[src/rtl/platform_pkg.sv]
// Shared definitions for the jumper-game platform field: the FSM state
// encoding, the start-of-game platform layout, the ball geometry and the
// constants of the X-position LFSR.
package platform_pkg;

    typedef enum logic [1:0] {
        ST_INIT = 2'd0,
        ST_PLAY = 2'd1,
        ST_OVER = 2'd2
    } state_t;

    // Start-of-game layout, element i is slot i.
    localparam logic [7:0][10:0] INIT_X = {
        11'd330, 11'd130, 11'd180, 11'd290, 11'd250, 11'd317, 11'd165, 11'd240
    };
    localparam logic [7:0][10:0] INIT_Y = {
        11'd377, 11'd352, 11'd385, 11'd422, 11'd400, 11'd450, 11'd455, 11'd470
    };

    localparam int BALL_W  = 8;
    localparam int BALL_H  = 10;
    localparam int BALL_CX = BALL_W / 2;

    localparam logic [15:0] LFSR_SEED = 16'hACE1;
    localparam logic [15:0] LFSR_TAPS = 16'hB400;

endpackage

[src/rtl/plat_lfsr.sv]
// 16-bit Galois LFSR used to pick X positions for recycled platforms.
// The low nine state bits are folded into [0, X_MAX] by subtracting 256
// when they land past the right-hand limit.
module plat_lfsr
    import platform_pkg::*;
#(
    parameter int X_MAX = 568
) (
    input  logic        clk_i,
    input  logic        rst_i,
    input  logic        en_i,
    output logic [10:0] x_o
);

    logic [15:0] lfsr_q, lfsr_d;
    logic [10:0] raw_x;

    // Galois shift when enabled, and the folded X position from the current state.
    always_comb begin
        lfsr_d = lfsr_q;
        if (en_i) begin
            lfsr_d = (lfsr_q >> 1) ^ (lfsr_q[0] ? LFSR_TAPS : 16'h0000);
        end
        raw_x = {2'b00, lfsr_q[8:0]};
        x_o   = (raw_x > 11'(X_MAX)) ? (raw_x - 11'd256) : raw_x;
    end

    // State register, reseeded on reset.
    always_ff @(posedge clk_i or posedge rst_i) begin
        if (rst_i) begin
            lfsr_q <= LFSR_SEED;
        end else begin
            lfsr_q <= lfsr_d;
        end
    end

endmodule

[src/rtl/platform_field.sv]
// Per-frame platform manager: landing detection, field scrolling, platform
// recycling with LFSR X positions, height score and game-over detection.
// One clock per video frame. Optional macro PLATFORM_FIELD_MOVING_EN makes
// odd-index platforms patrol horizontally by 1 px per frame.
module platform_field
    import platform_pkg::*;
#(
    parameter int NUM_PLAT    = 8,
    parameter int PLAT_W      = 72,
    parameter int LAND_TOL    = 5,
    parameter int SCROLL_LINE = 200,
    parameter int SCREEN_W    = 640,
    parameter int SCREEN_H    = 480
) (
    input  logic               frame_clk,
    input  logic               Reset,
    input  logic [10:0]        BallX,
    input  logic [10:0]        BallY,
    input  logic signed [9:0]  BallVY,
    input  logic               start,
    output logic               land,
    output logic [10:0]        land_y,
    output logic [9:0]         scroll_dy,
    output logic [15:0]        score,
    output logic               game_over,
    input  logic [2:0]         rd_idx,
    output logic [10:0]        rd_x,
    output logic [10:0]        rd_y
);

    localparam int          IDX_W = $clog2(NUM_PLAT);
    localparam logic [10:0] X_LIM = 11'(SCREEN_W - PLAT_W);

    state_t             state_q, state_d;
    logic [IDX_W-1:0]   init_cnt_q, init_cnt_d;
    logic [10:0]        px_q [NUM_PLAT];
    logic [10:0]        px_d [NUM_PLAT];
    logic [10:0]        py_q [NUM_PLAT];
    logic [10:0]        py_d [NUM_PLAT];
    logic               land_q, land_d;
    logic [10:0]        land_y_q, land_y_d;
    logic [9:0]         scroll_q, scroll_d;
    logic [15:0]        score_q, score_d;
    logic               go_q, go_d;

    logic [10:0]        cx, foot, vy_mag, lfsr_x;
    logic [9:0]         dy;
    logic [16:0]        score_sum;
    logic               hit, rec, scroll_en;
    logic [IDX_W-1:0]   hit_idx, rec_idx;

`ifdef PLATFORM_FIELD_MOVING_EN
    logic [NUM_PLAT/2-1:0] dir_q, dir_d;
    logic [10:0]           nx;
`endif

    // Landing window test, widened to 12 bits so the tolerance band never wraps.
    function automatic logic slot_hit(input logic [10:0] px, input logic [10:0] py,
                                      input logic [10:0] cxv, input logic [10:0] footv);
        logic [11:0] px12, py12, cx12, ft12;
        px12 = {1'b0, px};
        py12 = {1'b0, py};
        cx12 = {1'b0, cxv};
        ft12 = {1'b0, footv};
        return (cx12 >= px12) && (cx12 <= px12 + 12'(PLAT_W - 1)) &&
               (ft12 + 12'(LAND_TOL) >= py12) && (ft12 < py12 + 12'(LAND_TOL));
    endfunction

    plat_lfsr #(
        .X_MAX (SCREEN_W - PLAT_W)
    ) u_lfsr (
        .clk_i (frame_clk),
        .rst_i (Reset),
        .en_i  (state_q != ST_OVER),
        .x_o   (lfsr_x)
    );

    // Frame evaluation: ball geometry, landing search, recycle search and next state.
    always_comb begin
        state_d    = state_q;
        init_cnt_d = init_cnt_q;
        px_d       = px_q;
        py_d       = py_q;
        land_d     = 1'b0;
        land_y_d   = land_y_q;
        scroll_d   = 10'd0;
        score_d    = score_q;
        go_d       = go_q;
`ifdef PLATFORM_FIELD_MOVING_EN
        dir_d      = dir_q;
        nx         = 11'd0;
`endif

        cx        = BallX + 11'(BALL_CX);
        foot      = BallY + 11'(BALL_H);
        vy_mag    = -{BallVY[9], BallVY};
        dy        = (vy_mag > 11'd511) ? 10'd511 : vy_mag[9:0];
        scroll_en = (BallY < 11'(SCROLL_LINE)) && BallVY[9];
        score_sum = {1'b0, score_q} + 17'(dy);

        // Reverse scans leave the lowest matching index in the result.
        hit     = 1'b0;
        hit_idx = '0;
        rec     = 1'b0;
        rec_idx = '0;
        for (int i = NUM_PLAT - 1; i >= 0; i--) begin
            if ((BallVY > 10'sd0) && slot_hit(px_q[i], py_q[i], cx, foot)) begin
                hit     = 1'b1;
                hit_idx = IDX_W'(i);
            end
            if (py_q[i] >= 11'(SCREEN_H)) begin
                rec     = 1'b1;
                rec_idx = IDX_W'(i);
            end
        end

        case (state_q)
            ST_INIT: begin
                go_d             = 1'b0;
                px_d[init_cnt_q] = INIT_X[init_cnt_q];
                py_d[init_cnt_q] = INIT_Y[init_cnt_q];
                if (init_cnt_q == IDX_W'(NUM_PLAT - 1)) begin
                    init_cnt_d = '0;
                    state_d    = ST_PLAY;
                end else begin
                    init_cnt_d = init_cnt_q + 1'b1;
                end
            end

            ST_PLAY: begin
                if (foot >= 11'(SCREEN_H - 1)) begin
                    state_d = ST_OVER;
                    go_d    = 1'b1;
                end else begin
                    land_d = hit;
                    if (hit) begin
                        land_y_d = py_q[hit_idx] - 11'(BALL_H);
                    end
                    if (scroll_en) begin
                        scroll_d = dy;
                        score_d  = score_sum[16] ? 16'hFFFF : score_sum[15:0];
                        for (int i = 0; i < NUM_PLAT; i++) begin
                            py_d[i] = py_q[i] + {1'b0, dy};
                        end
                    end
`ifdef PLATFORM_FIELD_MOVING_EN
                    for (int i = 1; i < NUM_PLAT; i += 2) begin
                        if (dir_q[i/2]) begin
                            nx = (px_q[i] == 11'd0) ? (px_q[i] + 11'd1) : (px_q[i] - 11'd1);
                        end else begin
                            nx = (px_q[i] >= X_LIM) ? (px_q[i] - 11'd1) : (px_q[i] + 11'd1);
                        end
                        px_d[i]     = nx;
                        dir_d[i/2]  = (nx == 11'd0) ? 1'b0 : ((nx >= X_LIM) ? 1'b1 : dir_q[i/2]);
                    end
`endif
                    // The recycled slot overrides any scroll or move applied above.
                    if (rec) begin
                        py_d[rec_idx] = 11'd0;
                        px_d[rec_idx] = lfsr_x;
                    end
                end
            end

            ST_OVER: begin
                if (start) begin
                    state_d    = ST_INIT;
                    init_cnt_d = '0;
                    score_d    = 16'd0;
                    go_d       = 1'b0;
                end
            end

            default: begin
                state_d = ST_INIT;
            end
        endcase
    end

    // Frame registers; reset clears the whole field at once.
    always_ff @(posedge frame_clk or posedge Reset) begin
        if (Reset) begin
            state_q    <= ST_INIT;
            init_cnt_q <= '0;
            for (int i = 0; i < NUM_PLAT; i++) begin
                px_q[i] <= 11'd0;
                py_q[i] <= 11'd0;
            end
            land_q     <= 1'b0;
            land_y_q   <= 11'd0;
            scroll_q   <= 10'd0;
            score_q    <= 16'd0;
            go_q       <= 1'b0;
`ifdef PLATFORM_FIELD_MOVING_EN
            dir_q      <= '0;
`endif
        end else begin
            state_q    <= state_d;
            init_cnt_q <= init_cnt_d;
            px_q       <= px_d;
            py_q       <= py_d;
            land_q     <= land_d;
            land_y_q   <= land_y_d;
            scroll_q   <= scroll_d;
            score_q    <= score_d;
            go_q       <= go_d;
`ifdef PLATFORM_FIELD_MOVING_EN
            dir_q      <= dir_d;
`endif
        end
    end

    assign land      = land_q;
    assign land_y    = land_y_q;
    assign scroll_dy = scroll_q;
    assign score     = score_q;
    assign game_over = go_q;
    assign rd_x      = px_q[rd_idx];
    assign rd_y      = py_q[rd_idx];

endmodule

[config.mk]
export PLATFORM = sky130hd
export DESIGN_NAME = platform_field
export DESIGN_NICKNAME = d
export VERILOG_FILES = /design/src/rtl/platform_pkg.sv /design/src/rtl/plat_lfsr.sv /design/src/rtl/platform_field.sv
export SDC_FILE = /design/constraint.sdc
export NUM_CORES = 1
export LEC_CHECK = 0
export CORE_UTILIZATION = 55
export CTS_CLUSTER_SIZE = 10
export DETAILED_ROUTE_END_ITERATION = 8
export PLACE_DENSITY = 0.81
export SETUP_SLACK_MARGIN = 0.4
export SLEW_MARGIN = 20
export SYNTH_ARGS = -nofsm -noshare
export SYNTH_HDL_FRONTEND = slang
export SYNTH_SLANG_ARGS = --single-unit
[constraint.sdc]
create_clock -name frame_clk -period 13 [get_ports frame_clk]
set_clock_uncertainty 0.2 [all_clocks]
set_input_delay 3.25 -clock frame_clk [delete_from_list [all_inputs] [get_ports frame_clk]]
set_output_delay 3.25 -clock frame_clk [all_outputs]
set_load 0.01 [all_outputs]
Word-level counts from Yosys, hierarchy flattened --
Memory sizes are Yosys's and may differ from the RTL's. Cells that the tools add are included.
Storage, ports and cells: input bits 38, output and inout bits 61, ROM bits 176, register bits 236, logic and storage cells 254, memories 2
Operators by class: $lt $le $gt $ge 51, reduce and logical (&&, ||, !) cells 47, muxes and demuxes 81, equality and inequality tests 10, add/sub/neg operators 31, bitwise logic cells 8
Memories:
- (name not given) | words 8, bits a word 11, read ports 1, clocked after memory_dff 0, wr ports 0, line platform_field.sv:121 | py_d[init_cnt_q] = INIT_Y[init_cnt_q];
- (name not given) | words 8, bits a word 11, read ports 1, clocked after memory_dff 0, wr ports 0, line platform_field.sv:120 | px_d[init_cnt_q] = INIT_X[init_cnt_q];
Operator list (number):
- 2-to-1 mux 88 bit | 7
- case mux 88 bit (2 select lines) | 2
- bitwise mux 88 bit | 3
- 2-to-1 mux 11 bit | 10
- adder 11 x 3 -> 12 bit (second input constant) | 9
- binary-select mux 11 bit (select 3 bit) | 3
- >= comparator 11 x 9 -> 1 bit (second input constant) | 9
- adder 11 x 7 -> 12 bit (second input constant) | 8
- >= comparator 12 x 11 -> 1 bit | 8
- less-or-equal comparator 11 x 12 -> 1 bit | 8
- < comparator 11 x 12 -> 1 bit | 8
- adder 11 x 10 -> 11 bit | 8
- AND 88 bit | 1
- >= comparator 11 bit | 8
- NOT 88 bit | 1
- 2-to-1 mux 16 bit | 5
- demux 11 bit (select 3 bit) | 2
- 2-to-1 mux 3 bit | 18
- 2-to-1 mux 10 bit | 4
- logical AND 1 bit | 35
- case mux 16 bit (2 select lines) | 1
- 2-to-1 mux 1 bit | 20
- adder 16 x 10 -> 17 bit | 1
- >= comparator 4 bit (second input constant) | 4
- 27 further kinds | 45

Logic depth before layout (Yosys ltp) --
word-level depth 19, mapped depth 26, gate-level depth less buffers 25

Cells and area by module --
Synthesis repeated with hierarchy kept, for this count alone.
Second synthesis, totals: cells, all modules 3212, area total of the unflattened synthesis 27500.1 µm²
By module, submodules not included:
- platform_field | cells an instance 3159, instances 1, area each 26754.4 µm²
- plat_lfsr | cells an instance 53, instances 1, area each 745.7 µm²

Worst setup path before layout --
OpenSTA, ideal clock, no wires.
path type input-to-reg, from in BallY[1], to reg land_y_q[9] (netlist: land_y[9]), buffers on the path 0, stages on the path 22, required time 12.718 ns, setup slack 4.483 ns, data arrival time 8.235 ns, cells stage by stage inv_1 -> ha_1 -> a21o_1 -> nand2_1 -> a21oi_2 -> a21oi_1 -> a21oi_1 -> ha_1 -> a21o_1 -> a221oi_1 -> o31ai_1 -> a21oi_1 -> a2111oi_4 -> nor4bb_2 -> o21a_1 -> nor2_1 -> a211oi_1 -> or2_2 -> ha_1 -> nor2_1 -> or4_1 -> a31oi_1
On the way: cells in the longest elaborated chain, start to end 19, elaborated cells on any way between the ends 66, classes of those cells 3 x add/sub; 17 x order compare; 19 x mux; 2 x bitwise; 25 x reduce/logical
RTL lines:
- start, declared | line platform_field.sv:18 | input logic [10:0] BallY,
- adder 11 x 4 -> 11 bit (*) | line platform_field.sv:95 | foot = BallY + 11'(BALL_H);
- adder 11 x 3 -> 12 bit | line platform_field.sv:66 | (ft12 + 12'(LAND_TOL) >= py12) && (ft12 < py12 + 12'(LAND_TOL));
- >= comparator 12 x 11 -> 1 bit | line platform_field.sv:66
- logical AND 1 bit | line platform_field.sv:65 | return (cx12 >= px12) && (cx12 <= px12 + 12'(PLAT_W - 1)) &&
- logical AND 1 bit | line platform_field.sv:66
- logical AND 1 bit | line platform_field.sv:107 | if ((BallVY > 10'sd0) && slot_hit(px_q[i], py_q[i], cx, foot)) begin
- 2-to-1 mux 3 bit (8 in series) | line platform_field.sv:107
- NOT 3 -> 4 bit (implied by the code) | line platform_field.sv:137 | land_y_d = py_q[hit_idx] - 11'(BALL_H);
- binary-select mux 11 bit (select 3 bit) | line platform_field.sv:137
- 2-to-1 mux 11 bit (implied by the code) (2 in series) | line platform_field.sv:137
- subtractor 11 x 4 -> 11 bit | line platform_field.sv:137
- end signal, assigned | line platform_field.sv:203 | land_y_q <= land_y_d;
- end, declared | line platform_field.sv:41 | logic [10:0] land_y_q, land_y_d;
Mark *: on every way between the ends. The rest lies on a longest branch, timed or not. The select of a mux whose other input is x is not followed. A chain may end at the register's enable or synchronous reset.

Worst setup path after layout --
Same ends and word-level chain as after synthesis.

==> Implementation_results.wiki <==
{| class="wikitable"
! Metric !! Value
|-
| Fin Setup TNS || 0 ps
|-
| Peak fanout along the critical path || 14
|-
| Hold violation count in the final report || 0
|-
| Die extent in x || 221 um
|-
| Final cycle utilization of the critical path || 77.9%
|-
| Antenna Nets Post-Route || 0
|-
| Pwr Density || approximately 220 nW/um^2
|-
| Synthesis warning total || 0
|-
| Maximum ir drop on the vdd rail || between 150 and 200 uV
|-
| Reg clk slew, reported paths || 60 ps
|-
| Total number of nets in the final design || 3712
|-
| Number of placed cells counting well taps || about 3800
|-
| Distinct cell type count of the synthesized netlist || 104
|-
| Reg-to-Reg Start || py_q[38]$_DFFE_PP0P_
|-
| Drc violations || 0
|-
| CTS root buffer || clkbuf_16
|-
| Port bufs || 96
|-
| Vias per inst || approximately 7
|-
| Resized cells post-CTS || 0
|-
| Clock tree from TritonCTS || done
|-
| Area of placed instances || 28100 um^2
|-
| Transition time at the pin with the least slew margin || 1190 ps
|-
| Longest Clk Path Bufs || 3
|-
| Required arrival time at the worst endpoint || 13290 ps
|-
| Avg Inst Size Synth || 8.48 um^2
|-
| Count of routing violations after the opening detailed-route iteration || 3481
|-
| Overall routed net length || 107000 um
|-
| Total global routing track utilization || 43.5%
|-
| Total gr overflow || 0
|-
| Hold-fix buffers at CTS || 0
|-
| Critical path buffer and inverter count || 3
|-
| Worst path most repeated cell || a21oi_1
|-
| Async set-or-reset flop fraction in the synthesized netlist || 100%
|-
| Die area || roughly 50000 um^2
|-
| Initial DRT Pass Iterations || 8
|-
| Portion of the post-synthesis area used by sequential elements || about a fifth
|-
| Most frequent standard cell in the layout excluding fill and tap cells || ha_1
|-
| Number of synthesized register bits || 220
|-
| Kind of critical path || primary input to flip-flop
|-
| Outcome || finished clean
|-
| Routed len/inst || 28.0 um
|-
| Number of fillers in the final layout || about 4000
|-
| Effective utilization at floorplan || a little under three fifths
|-
| CTS H-Tree Depth || 1
|-
| Sort of element at the start of the critical path || primary input
|-
| Detail Placement HPWL || 84200 um
|-
| Global-route wire length before repair || 156000 um
|-
| Number of antenna violations at the first check in global routing || 6
|-
| Slew headroom || 19.8%
|-
| Buffers inserted during post-CTS setup optimization || 0
|-
| Sink count of the clock tree || 220
|-
| Maximum number of pins on one net before global-route repair || 85
|-
| Core footprint || 46900 um^2
|-
| Start point of the critical path || BallY[1]
|-
| Unrepaired setup endpoints after global routing || false
|-
| Post-synthesis instance total || 3096
|-
| Final Wtd Congestion || 1.06
|-
| CP cell instances || clkdlybuf4s50_1, inv_1, ha_1, a21o_1, nand2_1, a21oi_2, a21oi_1, a21oi_1, buf_4, ha_1, a21o_1, a221oi_1, o31ai_1, a21oi_1, a2111oi_4, nor4bb_2, o21ai_4, nand2_4, o21ai_1, a222oi_1, o221ai_1, or4_1, a31oi_1
|-
| Final Cell Area || 29000 um^2
|-
| Clock latency on the worst-skew pair || approximately 580 ps
|-
| Clock period minus worst slack || 10130 ps
|-
| Number of global-route vias before repair || ~25000
|-
| Number of rows in the core area || just under 80
|-
| Number of primary I/O pins || 99
|-
| CP arrival || 10420 ps
|-
| Kind of end point of the critical path || flip-flop
|-
| CTS buffer count || 27
|-
| Max Cap Viol || 0
|-
| Post-synthesis instance area || 26300 um^2
|-
| CP top delay family || compound AO/OA/AOI/OAI gates
|-
| Lkg Pwr || between 10 and 15 nW
|-
| DR vias || 26300
|-
| Most used DFF post-synth || dfrtp_1
|-
| Beginning of the worst hold path || u_lfsr.lfsr_q[15]$_DFFE_PP1N_
|-
| Fin Hold WS || 263 ps
|-
| Maximum operating frequency || 0.0987 GHz
|-
| Master of the slowest instance on the critical path || ha_1
|-
| Commonest cells after routing, fill and taps aside || ha_1, a21oi_1, nand2_1
|-
| Post-Layout Cell Count || between 3000 and 4000
|-
| Proportion of layout cells with a drive suffix above 1 || 6.71%
|-
| Die height || 221 um
|-
| Number of max-slew violations in the final report || 0
|-
| Area overhead of the layout relative to synthesis || 10.2%
|-
| Maximum cell stage delay along the critical path || slightly above 800 ps
|-
| Final setup violating endpoints || 0
|-
| Power, Total || 0.00627 W
|-
| Number of synthesized flops with an enable pin || 0
|-
| Type of the tightest min-delay check || flip-flop to flip-flop
|}
-- cells by family after synthesis --
kind of cell / Yosys count / share of synthesized area (%)
multiplexers: 75 / 4.88
AND/OR/NAND/NOR: 799 / 14.9
buffers and inverters: 331 / 4.84
adder cells (fa/ha/maj): 474 / 22.8
flip-flops: 220 / 21.0
XOR/XNOR: 229 / 7.64
AO/OA/AOI/OAI: 966 / 23.9
other: 2 / 0.0286
-- tightest hold or removal path: cells and delay by family (launching register included) --
family / cells / cell delay (ps)
DFF: 1 / 370
and+or+nand+nor: 2 / 100
-- final timing paths --
path	to	slack [ps]	cells past startpoint
setup reg to reg	land_y[9]$_DFFE_PP0P_	6570	17
hold reg to reg	u_lfsr.lfsr_q[15]$_DFFE_PP1N_	260	2
hold / removal	u_lfsr.lfsr_q[15]$_DFFE_PP1N_	260	2
min in group asynchronous	px_q[34]$_DFFE_PP0P_	2980	2
max in group asynchronous	px_q[79]$_DFFE_PP0P_	8180	3
setup / recovery	land_y[9]$_DFFE_PP0P_	2870	23
-- routing by layer --
| layer | track usage, % | part of all wire, % |
|---|---|---|
| met1 | 57.0 | 39 |
| met2 | 65.9 | 42 |
| met3 | 10.0 | 11 |
| met4 | 24.5 | 6.9 |
| met5 | 0 | 0.046 |
-- power by group --
part	internal [W]	switching, W
sequential	0.000899	0.000509
combinational	0.00164	0.00248
clock	0.000423	0.000313
-- final cells by class --
| cell class | count | area (um^2) | area share [%] |
|---|---|---|---|
| sequential | 220 | 5520 | 19.0 |
| clock buffer | 45 | 773 | 2.67 |
| inverter | 247 | 935 | 3.23 |
| multi-input combinational | 2563 | 19600 | 67.8 |
| clock inverter | 3 | 55.1 | 0.190 |
| timing repair buffer | 141 | 1290 | 4.45 |
| tap | 607 | 759 | 2.62 |
| antenna | 4 | 10.0 | 0.0346 |
-- through the flow --
stage | setup WS [ps] | utilization, %
after floorplan | 3540 | -
after global placement | 2620 | 60.0
after detailed placement | 2470 | 60.0
after CTS | 3060 | 61.8
after global routing | 2470 | 61.8
final | 2870 | 61.8
-- flip-flops by register name, summed over array words and instances (netlist names) --
signal         cells
px_q              72
land_y            11
state_q            2
u_lfsr.lfsr_q     16
scroll_dy         10
game_over          1
py_q              88
init_cnt_q         3
land               1
score             16
-- Yosys cell counts (39+ instances only) --
| cell | n | area, um^2 |
|---|---|---|
| a211oi_1 | 39 | 293 |
| a21o_1 | 70 | 526 |
| a21oi_1 | 287 | 1440 |
| a22oi_1 | 45 | 338 |
| clkbuf_1 | 66 | 248 |
| dfrtp_1 | 212 | 5310 |
| ha_1 | 465 | 5820 |
| inv_1 | 247 | 927 |
| mux4_2 | 40 | 901 |
| nand2_1 | 254 | 953 |
| nand3_1 | 80 | 400 |
| nor2_1 | 182 | 683 |
| nor3_1 | 56 | 280 |
| o21ai_0 | 214 | 1070 |
| xnor2_1 | 196 | 1720 |
(Power assumes the default switching activity.)
